===== src/rtl/gpio_debounce.sv =====
`timescale 1ns/1ps
// gpio_debounce: APB-configured per-pin debounce filter for 32 GPIO pads with a change-capture register.
// Build option GPIO_DEBOUNCE_SYNC_EN inserts a 2-flop synchroniser on pad_in; otherwise pads are used directly.
module gpio_debounce #(
    parameter int APB_ADDR_WIDTH = 12
) (
    input  logic                      HCLK,
    input  logic                      HRESETn,
    input  logic [APB_ADDR_WIDTH-1:0] PADDR,
    input  logic [31:0]               PWDATA,
    input  logic                      PWRITE,
    input  logic                      PSEL,
    input  logic                      PENABLE,
    output logic [31:0]               PRDATA,
    output logic                      PREADY,
    output logic                      PSLVERR,
    input  logic [31:0]               pad_in,
    output logic [31:0]               gpio_filt
);

    localparam logic [2:0] IDX_DBEN     = 3'd0;
    localparam logic [2:0] IDX_PRESCALE = 3'd1;
    localparam logic [2:0] IDX_THRESH   = 3'd2;
    localparam logic [2:0] IDX_FILT     = 3'd3;
    localparam logic [2:0] IDX_CHANGED  = 3'd4;

    logic        wr_en;
    logic [2:0]  reg_idx;
    logic        wr_dben;
    logic        wr_prescale;
    logic        wr_thresh;
    logic        wr_changed;

    logic [31:0] dben_q, dben_d;
    logic [15:0] prescale_q, prescale_d;
    logic [3:0]  thresh_q, thresh_d;
    logic [31:0] changed_q, changed_d;
    logic [15:0] pre_cnt_q, pre_cnt_d;
    logic        tick;
    logic [3:0]  thresh_m1;
    logic [3:0]  cnt_q [32];
    logic [3:0]  cnt_d [32];
    logic [31:0] filt_q, filt_d;
    logic [31:0] s_in;

    logic unused_paddr;
    assign unused_paddr = ^{PADDR[APB_ADDR_WIDTH-1:5], PADDR[1:0]};

    assign PREADY  = 1'b1;
    assign PSLVERR = 1'b0;

    assign wr_en       = PSEL & PENABLE & PWRITE;
    assign reg_idx     = PADDR[4:2];
    assign wr_dben     = wr_en && (reg_idx == IDX_DBEN);
    assign wr_prescale = wr_en && (reg_idx == IDX_PRESCALE);
    assign wr_thresh   = wr_en && (reg_idx == IDX_THRESH);
    assign wr_changed  = wr_en && (reg_idx == IDX_CHANGED);

`ifdef GPIO_DEBOUNCE_SYNC_EN
    logic [31:0] sync1_q;
    logic [31:0] sync2_q;

    always_ff @(posedge HCLK or negedge HRESETn) begin
        if (!HRESETn) begin
            sync1_q <= '0;
            sync2_q <= '0;
        end else begin
            sync1_q <= pad_in;
            sync2_q <= sync1_q;
        end
    end

    assign s_in = sync2_q;
`else
    assign s_in = pad_in;
`endif

    // Shared prescaler: one tick per (PRESCALE+1) cycles, restarted by any PRESCALE write.
    assign tick = (pre_cnt_q == prescale_q);

    // Compare against T-1 with >= so a THRESH lowered mid-count switches instead of wrapping.
    assign thresh_m1 = (thresh_q == 4'd0) ? 4'd0 : (thresh_q - 4'd1);

    always_comb begin
        filt_d = filt_q;
        for (int i = 0; i < 32; i++) begin
            cnt_d[i] = cnt_q[i];
            if (!dben_q[i]) begin
                filt_d[i] = s_in[i];
                cnt_d[i]  = 4'd0;
            end else if (s_in[i] == filt_q[i]) begin
                cnt_d[i] = 4'd0;
            end else if (tick) begin
                if (cnt_q[i] >= thresh_m1) begin
                    filt_d[i] = s_in[i];
                    cnt_d[i]  = 4'd0;
                end else begin
                    cnt_d[i] = cnt_q[i] + 4'd1;
                end
            end
        end
    end

    always_comb begin
        dben_d     = dben_q;
        prescale_d = prescale_q;
        thresh_d   = thresh_q;
        if (wr_dben) begin
            dben_d = PWDATA;
        end
        if (wr_prescale) begin
            prescale_d = PWDATA[15:0];
        end
        if (wr_thresh) begin
            thresh_d = PWDATA[3:0];
        end
        // New toggles OR in after the clear so a set always wins over a simultaneous W1C.
        changed_d = (changed_q & ~(wr_changed ? PWDATA : 32'd0)) | (filt_d ^ filt_q);
        pre_cnt_d = (wr_prescale || tick) ? 16'd0 : (pre_cnt_q + 16'd1);
    end

    always_ff @(posedge HCLK or negedge HRESETn) begin
        if (!HRESETn) begin
            dben_q     <= '0;
            prescale_q <= '0;
            thresh_q   <= '0;
            changed_q  <= '0;
            pre_cnt_q  <= '0;
            filt_q     <= '0;
            for (int i = 0; i < 32; i++) begin
                cnt_q[i] <= '0;
            end
        end else begin
            dben_q     <= dben_d;
            prescale_q <= prescale_d;
            thresh_q   <= thresh_d;
            changed_q  <= changed_d;
            pre_cnt_q  <= pre_cnt_d;
            filt_q     <= filt_d;
            for (int i = 0; i < 32; i++) begin
                cnt_q[i] <= cnt_d[i];
            end
        end
    end

    always_comb begin
        PRDATA = 32'd0;
        case (reg_idx)
            IDX_DBEN:     PRDATA = dben_q;
            IDX_PRESCALE: PRDATA = {16'd0, prescale_q};
            IDX_THRESH:   PRDATA = {28'd0, thresh_q};
            IDX_FILT:     PRDATA = filt_q;
            IDX_CHANGED:  PRDATA = changed_q;
            default:      PRDATA = 32'd0;
        endcase
    end

    assign gpio_filt = filt_q;

endmodule


===== config.mk =====
export PLATFORM = sky130hd
export DESIGN_NAME = gpio_debounce
export DESIGN_NICKNAME = d
export VERILOG_FILES = /design/src/rtl/gpio_debounce.sv
export SDC_FILE = /design/constraint.sdc
export NUM_CORES = 1
export LEC_CHECK = 0
export BUFFER_PORTS_ARGS = -buffer_cell sky130_fd_sc_hd__buf_2
export CORE_AREA = 2 2 191 193
export CTS_BUF_LIST = sky130_fd_sc_hd__clkbuf_8
export DETAILED_ROUTE_END_ITERATION = 10
export DIE_AREA = 0 0 193 195
export PLACE_DENSITY_LB_ADDON = 0.15
export REMOVE_ABC_BUFFERS = 1
export SKIP_LAST_GASP = 1
export SYNTH_ARGS = -nofsm -noshare
export SYNTH_HDL_FRONTEND = slang
export SYNTH_SLANG_ARGS = --single-unit

===== constraint.sdc =====
create_clock -name HCLK -period 4 [get_ports HCLK]
set_input_delay 0.4 -clock HCLK [delete_from_list [all_inputs] [get_ports HCLK]]
set_output_delay 0.4 -clock HCLK [all_outputs]
set_load 0.005 [all_outputs]

==> out/qor.csv, run 1 <==
metric,value,unit
Max rail drop VDD,0.306,mV
number of flops mapped to enable cells by yosys,0,
source-to-sink clock delay at the later pin of the worst-skew pair,590,ps
leakage,7.97,nW
Synth area leader,dfrtp_1,
crit end category,flip-flop,
total CTS buffers,48,
placed instance area,17200,um^2
maximum buffer depth of the clock tree,3,
Final WS setup,640,ps
Avg Inst Size Synth,9.44,um^2
pin count of the biggest net entering global routing,100,
residual antenna-violating net count after detailed routing,0,
share of the synthesized area in compound gates (AO/OA/AOI/OAI),16.1,%
cell internal pwr,0.00502,W
proportion of layout cells with a drive suffix above 1,18.0,%
core footprint,35400,um^2
area used by multi-input combinational logic,8920,um^2
cells on worst reg2reg path,8,
total standard cell area after synthesis,15800,um^2
final slew viol count,0,
final critical-path share of the clock period,84.0,%
power per standard cell area,421,nW/um^2
Inst Count DP,2251,
antenna violations before repair,1,
TritonRoute pass-1 iters,5,
Initial Util,44.8,%
synthesis-stage register bit count,260,
"Non-Filler Cell Area, Final",18200,um^2
type of the worst setup path,flip-flop to flip-flop,
Critical R2R Capture,gpio_filt[31]$_DFF_PN0_,
Worst-path clk slew,60,ps
power share of the combinational group,27.0,%
CTS HTree Levels,2,
cell row count,69,
xor-xnor portion of the synthesized cell area,3.43,%
number of vias after detailed routing,13095,
Gate Count Post-Synth,1678,
nets,2083,
setup fix buffers added after clock tree synthesis,0,
worst hold margin,59.0,ps
average wire per cell in the routed design,17.4,um
outcome,completed,
r2r setup slk,640,ps
Worst Skew,24.4,ps
# port buffers,135,
first-iteration detailed-routing DRC count,636,
Least-Margin Pin Slew,941,ps
most common library cell in the layout ignoring fill and taps,dfrtp_1,
Sequential cell area,6510,um^2
Overall Global Routing Usage,21.5,%
Die Y,195,um
first-pass GRT wire length,65.1,mm
library cells used by synthesis,41,
highest clock frequency the design can meet,298,MHz
I/O pin count,147,
top-area cell type share of the netlist area,41.1,%
adder-cell area share of the yosys netlist,12.7,%
total length of routed wires,40.6,mm
Critical Path Start,thresh_q[0]$_DFFE_PN0P_,
sequential power share,40.4,%
post-route minimum period,3360,ps
post-synthesis to final-layout area growth,14.8,%
CTS tree,yes,
share of synthesized flip-flops with an asynchronous set or reset,100,%
data required time of the worst path,4460,ps
DR vias/cell,5.61,
number of warnings issued by yosys,0,
Finished Layout Cells,2335,
final hold violation count,0,
top fanout value on the critical path,20,
share of the yosys chip area belonging to registers,41.1,%
data arrival time at the worst-slack endpoint,3820,ps
Synth area leaders,"dfrtp_1 (41%), ha_1 (13%), nand2_1 (6.1%)",
final sum of negative setup slack,0,ps
die area,37600,um^2
Post-synth top flop,dfrtp_1,
# DRC,0,
startpoint of the worst register-to-register path,thresh_q[0]$_DFFE_PN0P_,
number of antenna cells inserted,0,
overflow left after global routing,0,
master cell of the clock root buffer,clkbuf_8,
die outline width,193,um
count of filler cells inserted in the layout,3276,
max cap viols,0,
share of total power in the clock network,32.6,%
CTS sink cnt,260,
Hold Crit Class,primary input to flip-flop,
unrepaired setup endpoints after global routing,false,
HPWL after DPL,27.3,mm
Post-Synth Simple-Gate Area,16.4,%
routability cong.,0.839,
vias in the first global route,12412,
"commonest cells after routing, fill and taps aside","dfrtp_1 (260), nand2_1 (256), a21oi_1 (176), ha_1 (161), buf_2 (134)",
Setup Slack @ Placement,681,ps
worst max-slew margin expressed relative to the limit,37.1,%
capture point of the critical path,gpio_filt[31]$_DFF_PN0_,
multiplexer fraction of the synthesized cell area,7.23,%
fraction of power spent switching nets,34.4,%
main combinational cell family by area after synthesis,simple AND/OR/NAND/NOR gates,
final count of negative-setup-slack endpoints,0,
element type at the critical path start,flip-flop,
Switch Pwr,0.00263,W
[through the flow]
stage / total power [W] / util [%]
after floorplan: 0.00445 / -
after global placement: 0.00516 / 48.7
after detailed placement: 0.00521 / 48.7
after CTS: 0.00776 / 51.4
after global routing: 0.00818 / 51.4
final: 0.00765 / 51.4
[critical path, stage by stage (launching register included)]
cell and delay [ps]:
dfrtp_1 490, or2_2 390, a21oi_4 760, buf_4 400
ha_1 160, nand2_1 50, o21a_1 210, o21ai_0 370
mux2_2 390
[worst min-delay path by stage]
| stage | from | to | slack [ps] | cells past startpoint |
|---|---|---|---|---|
| after floorplan | HRESETn | changed_q[0]$_DFF_PN0_ | 100 | 0 |
| after global placement | changed_q[15]$_DFF_PN0_ | changed_q[15]$_DFF_PN0_ | 490 | 1 |
| after detailed placement | changed_q[7]$_DFF_PN0_ | changed_q[7]$_DFF_PN0_ | 490 | 1 |
| after CTS | pad_in[17] | gpio_filt[17]$_DFF_PN0_ | 20 | 2 |
| after global routing | pad_in[12] | gpio_filt[12]$_DFF_PN0_ | 40 | 2 |
| final | pad_in[17] | gpio_filt[17]$_DFF_PN0_ | 60 | 2 |
[final cells by class]
| type | count | share of cell area, % |
|---|---|---|
| clock inverter | 23 | 0.585 |
| timing repair buffer | 166 | 5.54 |
| multi-input combinational | 1301 | 49.1 |
| inverter | 64 | 1.32 |
| clock buffer | 60 | 4.54 |
| sequential | 260 | 35.8 |
| tap | 461 | 3.17 |
[per-layer routing]
metal / up-vias / wire (um) / global-route usage (%)
met3: 66 / 1830 / 3.45
li1: 6391 / - / -
met4: 2 / 853 / 6.48
met1: 6336 / 19400 / 30.7
met5: - / 11 / 0
met2: 300 / 18500 / 33.7
[cells in the mapped netlist (3+ instances only)]
library cell and number:
dfrtp_1 260, nand2_1 256, a21oi_1 178, ha_1 161
nand3_1 103, mux2_2 80, o22ai_1 66, inv_1 64
or3_1 62, xor2_1 55, nor2_1 40, nand2b_1 34
and2_1 33, o21a_1 33, a22o_1 32, o31ai_1 32
o21ai_0 31, buf_2 22, o21ai_1 21, mux2i_1 20
a22oi_1 16, clkbuf_1 16, buf_1 12, o21ai_2 10
xnor2_1 7, mux2_1 4, nand4_1 4, nor4_1 4
and3_1 3, buf_4 3, nor3_1 3
[flip-flops by register name (all words and copies together), names as in the netlist]
| name | count |
|---|---|
| pre_cnt_q | 16 |
| cnt_q | 128 |
| thresh_q | 4 |
| gpio_filt | 32 |
| dben_q | 32 |
| changed_q | 32 |
| prescale_q | 16 |
[cell families after synthesis]
group	after synthesis
XOR/XNOR	62
multiplexers	104
other	2
AND/OR/NAND/NOR	552
buffers and inverters	117
flip-flops	260
adder cells (fa/ha/maj)	161
AO/OA/AOI/OAI	420
[power groups by stage]
stage	clock [W]	sequential (W)	combinational, W
detailed placement	0	0.00314	0.00207
global route	0.00270	0.00313	0.00235
global placement	0	0.00312	0.00203
finish	0.00250	0.00309	0.00207
floorplan	0	0.00307	0.00138
CTS	0.00258	0.00309	0.00209
[what timing repair did]
item                                   4_1_cts  5_1_grt
resized for setup                            0        0
endpoints found under the hold margin       94        0
hold buffers                                 1        0
(Power assumes the default switching activity.)
==> run 2, diff against run 1 <==
--- a/config.mk
+++ b/config.mk
@@ -5,11 +5,12 @@
 export SDC_FILE = /design/constraint.sdc
 export NUM_CORES = 1
 export LEC_CHECK = 0
+export ABC_AREA = 1
 export BUFFER_PORTS_ARGS = -buffer_cell sky130_fd_sc_hd__buf_2
-export CORE_AREA = 2 2 191 193
+export CORE_AREA = 2 2 197 199
 export CTS_BUF_LIST = sky130_fd_sc_hd__clkbuf_8
 export DETAILED_ROUTE_END_ITERATION = 10
-export DIE_AREA = 0 0 193 195
+export DIE_AREA = 0 0 199 201
 export PLACE_DENSITY_LB_ADDON = 0.15
 export REMOVE_ABC_BUFFERS = 1
 export SKIP_LAST_GASP = 1
==> constraint.sdc (replaced) <==
create_clock -name HCLK -period 3.17 [get_ports HCLK]
set_input_delay 0.317 -clock HCLK [delete_from_list [all_inputs] [get_ports HCLK]]
set_output_delay 0.317 -clock HCLK [all_outputs]
set_load 0.005 [all_outputs]
==> run 2 against run 1 <==
Net effect: critical path depth is 5 higher; power increased by 33%; count of clock-buffer cells in the layout increased by 8; critical endpoint is now cnt_q[99]$_DFFE_PN0P_; largest cell class unchanged; routed wire length up 9.3%; highest routed layer is now met4; hold slack lost 15 ps.
==> out/qor.csv, run 2 <==
metric,value,unit,change
highest clock frequency the design can meet,413,MHz,+39%
cell row count,72,,+4.3%
Worst Skew,28.7,ps,+4.35 ps
crit end category,flip-flop,,
final slew viol count,0,,unchanged
top fanout value on the critical path,24,,+20%
power per standard cell area,511,nW/um^2,+21%
die outline width,199,um,+3.1%
Finished Layout Cells,3095,,+33%
# port buffers,135,,unchanged
residual antenna-violating net count after detailed routing,0,,unchanged
pin count of the biggest net entering global routing,87,,-13%
core footprint,38100,um^2,+7.7%
cells on worst reg2reg path,13,,+5
first-pass GRT wire length,73.2,mm,+12%
"commonest cells after routing, fill and taps aside","nand2_1 (804), inv_1 (329), nand3_1 (266), dfrtp_1 (260), ha_1 (161)",,
placed instance area,18300,um^2,+6.3%
crit path max-delay cell type,dfrtp_1,,
Hold Crit Class,primary input to flip-flop,,
most frequent cell on the critical path,nand2_1,,
cells along the critical path,"o21a_1, o21ai_4, buf_4, ha_1, nand2_1, inv_1, nand2_1, nand2_1, inv_1, nand2_1, nor2_1, nand2_1, nand2_1",,
post-route minimum period,2420,ps,-938 ps
# DRC,0,,unchanged
most used standard cells in the synthesized netlist,"nand2_1 (805), inv_1 (315), nand3_1 (267)",,
Top reg by flops,cnt_q,,
element type at the critical path start,flip-flop,,
total CTS buffers,51,,+6.3%
routability cong.,0.836,,-0.36%
Avg Inst Size Synth,7.31,um^2,-23%
total length of routed wires,44.4,mm,+9.3%
antenna violations before repair,1,,unchanged
maximum buffer depth of the clock tree,3,,unchanged
Least-Margin Pin Slew,785,ps,-156 ps
number of flops mapped to enable cells by yosys,0,,unchanged
DR vias/cell,4.94,,-12%
source-to-sink clock delay at the later pin of the worst-skew pair,620,ps,+30 ps
die area,40000,um^2,+6.3%
Synth area leader,dfrtp_1,,
share of synthesized flip-flops with an asynchronous set or reset,100,%,unchanged
Inst Count DP,2945,,+31%
master cell of the clock root buffer,clkbuf_8,,
proportion of layout cells with a drive suffix above 1,9.90,%,-8.1 points
TritonRoute pass-1 iters,5,,unchanged
Final WS setup,749,ps,+108 ps
share of the yosys chip area belonging to registers,38.5,%,-2.6 points
total standard cell area after synthesis,16900,um^2,+6.7%
type of the worst setup path,flip-flop to flip-flop,,
final critical-path share of the clock period,76.4,%,-7.6 points
"Non-Filler Cell Area, Final",20000,um^2,+9.7%
Gate Count Post-Synth,2314,,+38%
I/O pin count,147,,unchanged
data required time of the worst path,3710,ps,-750 ps
most common library cell in the layout ignoring fill and taps,nand2_1,,
highest metal layer used by the detailed router,met4,,
synthesis-stage register bit count,260,,unchanged
average wire per cell in the routed design,14.3,um,-18%
number of stages on the worst hold path,3,,+1
length of routed met2 wiring,21.3,mm,+16%
post-synthesis to final-layout area growth,18.0,%,
final hold violation count,0,,unchanged
CTS sink cnt,260,,unchanged
library cells used by synthesis,27,,-34%
CTS HTree Levels,2,,unchanged
Max rail drop VDD,0.334,mV,+9.2%
vias in the first global route,14753,,+19%
number of vias after detailed routing,15281,,+17%
overflow left after global routing,0,,unchanged
Die Y,201,um,+3.1%
most frequently used cell type in the post-synthesis netlist,nand2_1,,
outcome,completed,,
data arrival time at the worst-slack endpoint,2960,ps,-860 ps
Initial Util,44.4,%,-0.39 points
top-area cell type share of the netlist area,38.5,%,-2.6 points
leakage,10.9,nW,+37%
CP max stage delay,460,ps,-300 ps
CTS tree,yes,,
max cap viols,0,,unchanged
HPWL after DPL,29.4,mm,+7.6%
nets,2783,,+34%
final count of negative-setup-slack endpoints,0,,unchanged
first-iteration detailed-routing DRC count,789,,+24%
flip-flop count of the largest register after layout,128,,unchanged
Synth area leaders,"dfrtp_1 (38%), nand2_1 (18%), ha_1 (12%)",,
number of warnings issued by yosys,0,,unchanged
Post-synth top flop,dfrtp_1,,
met3 WL,1.95,mm,+6.9%
unrepaired setup endpoints after global routing,false,,
worst max-slew margin expressed relative to the limit,47.7,%,+11 points
M1 wire length,19.9,mm,+2.5%
Overall Global Routing Usage,22.7,%,+1.2 points
Setup Slack @ Placement,320,ps,-361 ps
Worst-path clk slew,60,ps,about the same
-- run 2: cell types whose count changed after synthesis, moves of 33 or more --
| cell | change |
|---|---|
| and2_1 | -33 |
| xnor2_1 | +34 |
| or3_1 | -62 |
| o21ai_0 | +94 |
| inv_1 | +251 |
| nand2_1 | +549 |
| o22ai_1 | -66 |
| nand3_1 | +164 |
| a21oi_1 | -138 |
| nor2_1 | +95 |
| mux2_2 | -80 |
| nand2b_1 | -34 |
-- run 2: path summary, 6_finish.rpt --
kind / start / end / slack (ps)
max: thresh_q[2]$_DFFE_PN0P_ / cnt_q[99]$_DFFE_PN0P_ / 750
min reg2reg: changed_q[22]$_DFF_PN0_ / changed_q[22]$_DFF_PN0_ / 510
max reg2reg: thresh_q[2]$_DFFE_PN0P_ / cnt_q[99]$_DFFE_PN0P_ / 750
max in group asynchronous: HRESETn / dben_q[24]$_DFFE_PN0P_ / 2010
min in group asynchronous: HRESETn / cnt_q[102]$_DFFE_PN0P_ / 320
min: PWDATA[12] / dben_q[12]$_DFFE_PN0P_ / 40
-- run 2: cell type report --
cell class	count	area [um^2]
Fill cell	3719	18200
Multi-Input combinational cell	1683	9000
Sequential cell	260	6510
Timing Repair Buffer	227	1580
Inverter	318	1190
Clock buffer	68	936
Tap cell	518	648
Clock inverter	20	82.6
Antenna cell	1	2.50
-- run 2: layer usage --
| metal | vias up | track usage (%) |
|---|---|---|
| li1 | 7778 | - |
| met1 | 7139 | 28.8 |
| met2 | 288 | 39.1 |
| met3 | 76 | 3.71 |
| met4 | 0 | 7.65 |
| met5 | - | 0 |
-- run 2: where the power goes --
part	switching, W	leakage (nW)	internal, W
sequential	0.000283	3.34	0.00357
combinational	0.00188	7.00	0.00106
clock	0.00150	0.587	0.00189
-- run 2: critical path, delay by kind of cell, from the launching register on --
family / cells / cell delay, ps
buffers and inverters: 3 / 510
AO/OA/AOI/OAI: 2 / 430
adder cells (fa/ha/maj): 1 / 320
AND/OR/NAND/NOR: 7 / 630
flip-flops: 1 / 460
-- run 2: cells by family after synthesis --
| group | count (synthesis) | synth area share, % |
|---|---|---|
| AOI/OAI and AO/OA | 196 | 6.35 |
| xor gates and xnor gates | 102 | 5.28 |
| adders and majority gates | 161 | 11.9 |
| buffers and inverters | 371 | 8.66 |
| DFF | 260 | 38.5 |
| other | 2 | 0.0444 |
| and+or+nand+nor | 1222 | 29.3 |
-- run 2: what timing repair did --
action | 4_1_cts | 5_1_grt
setup endpoints to repair | 0 | 5
endpoints found under the hold margin | 154 | 0
hold buffers | 58 | 0
buffers inserted | 0 | 3
gates resized for setup | 0 | 0
-- run 2: through the flow --
stage / utilization [%] / hold slack [ps] / setup TNS, ps / total power [W]
finish: 52.4 / 43.6 / 0 / 0.0102
global route: 52.4 / 50.7 / 0 / 0.0110
CTS: 52.3 / 9.95 / 0 / 0.0103
detailed placement: 48.1 / 397 / 0 / 0.00679
global placement: 48.1 / 393 / 0 / 0.00671
floorplan: - / 21.4 / -100350 / 0.00573
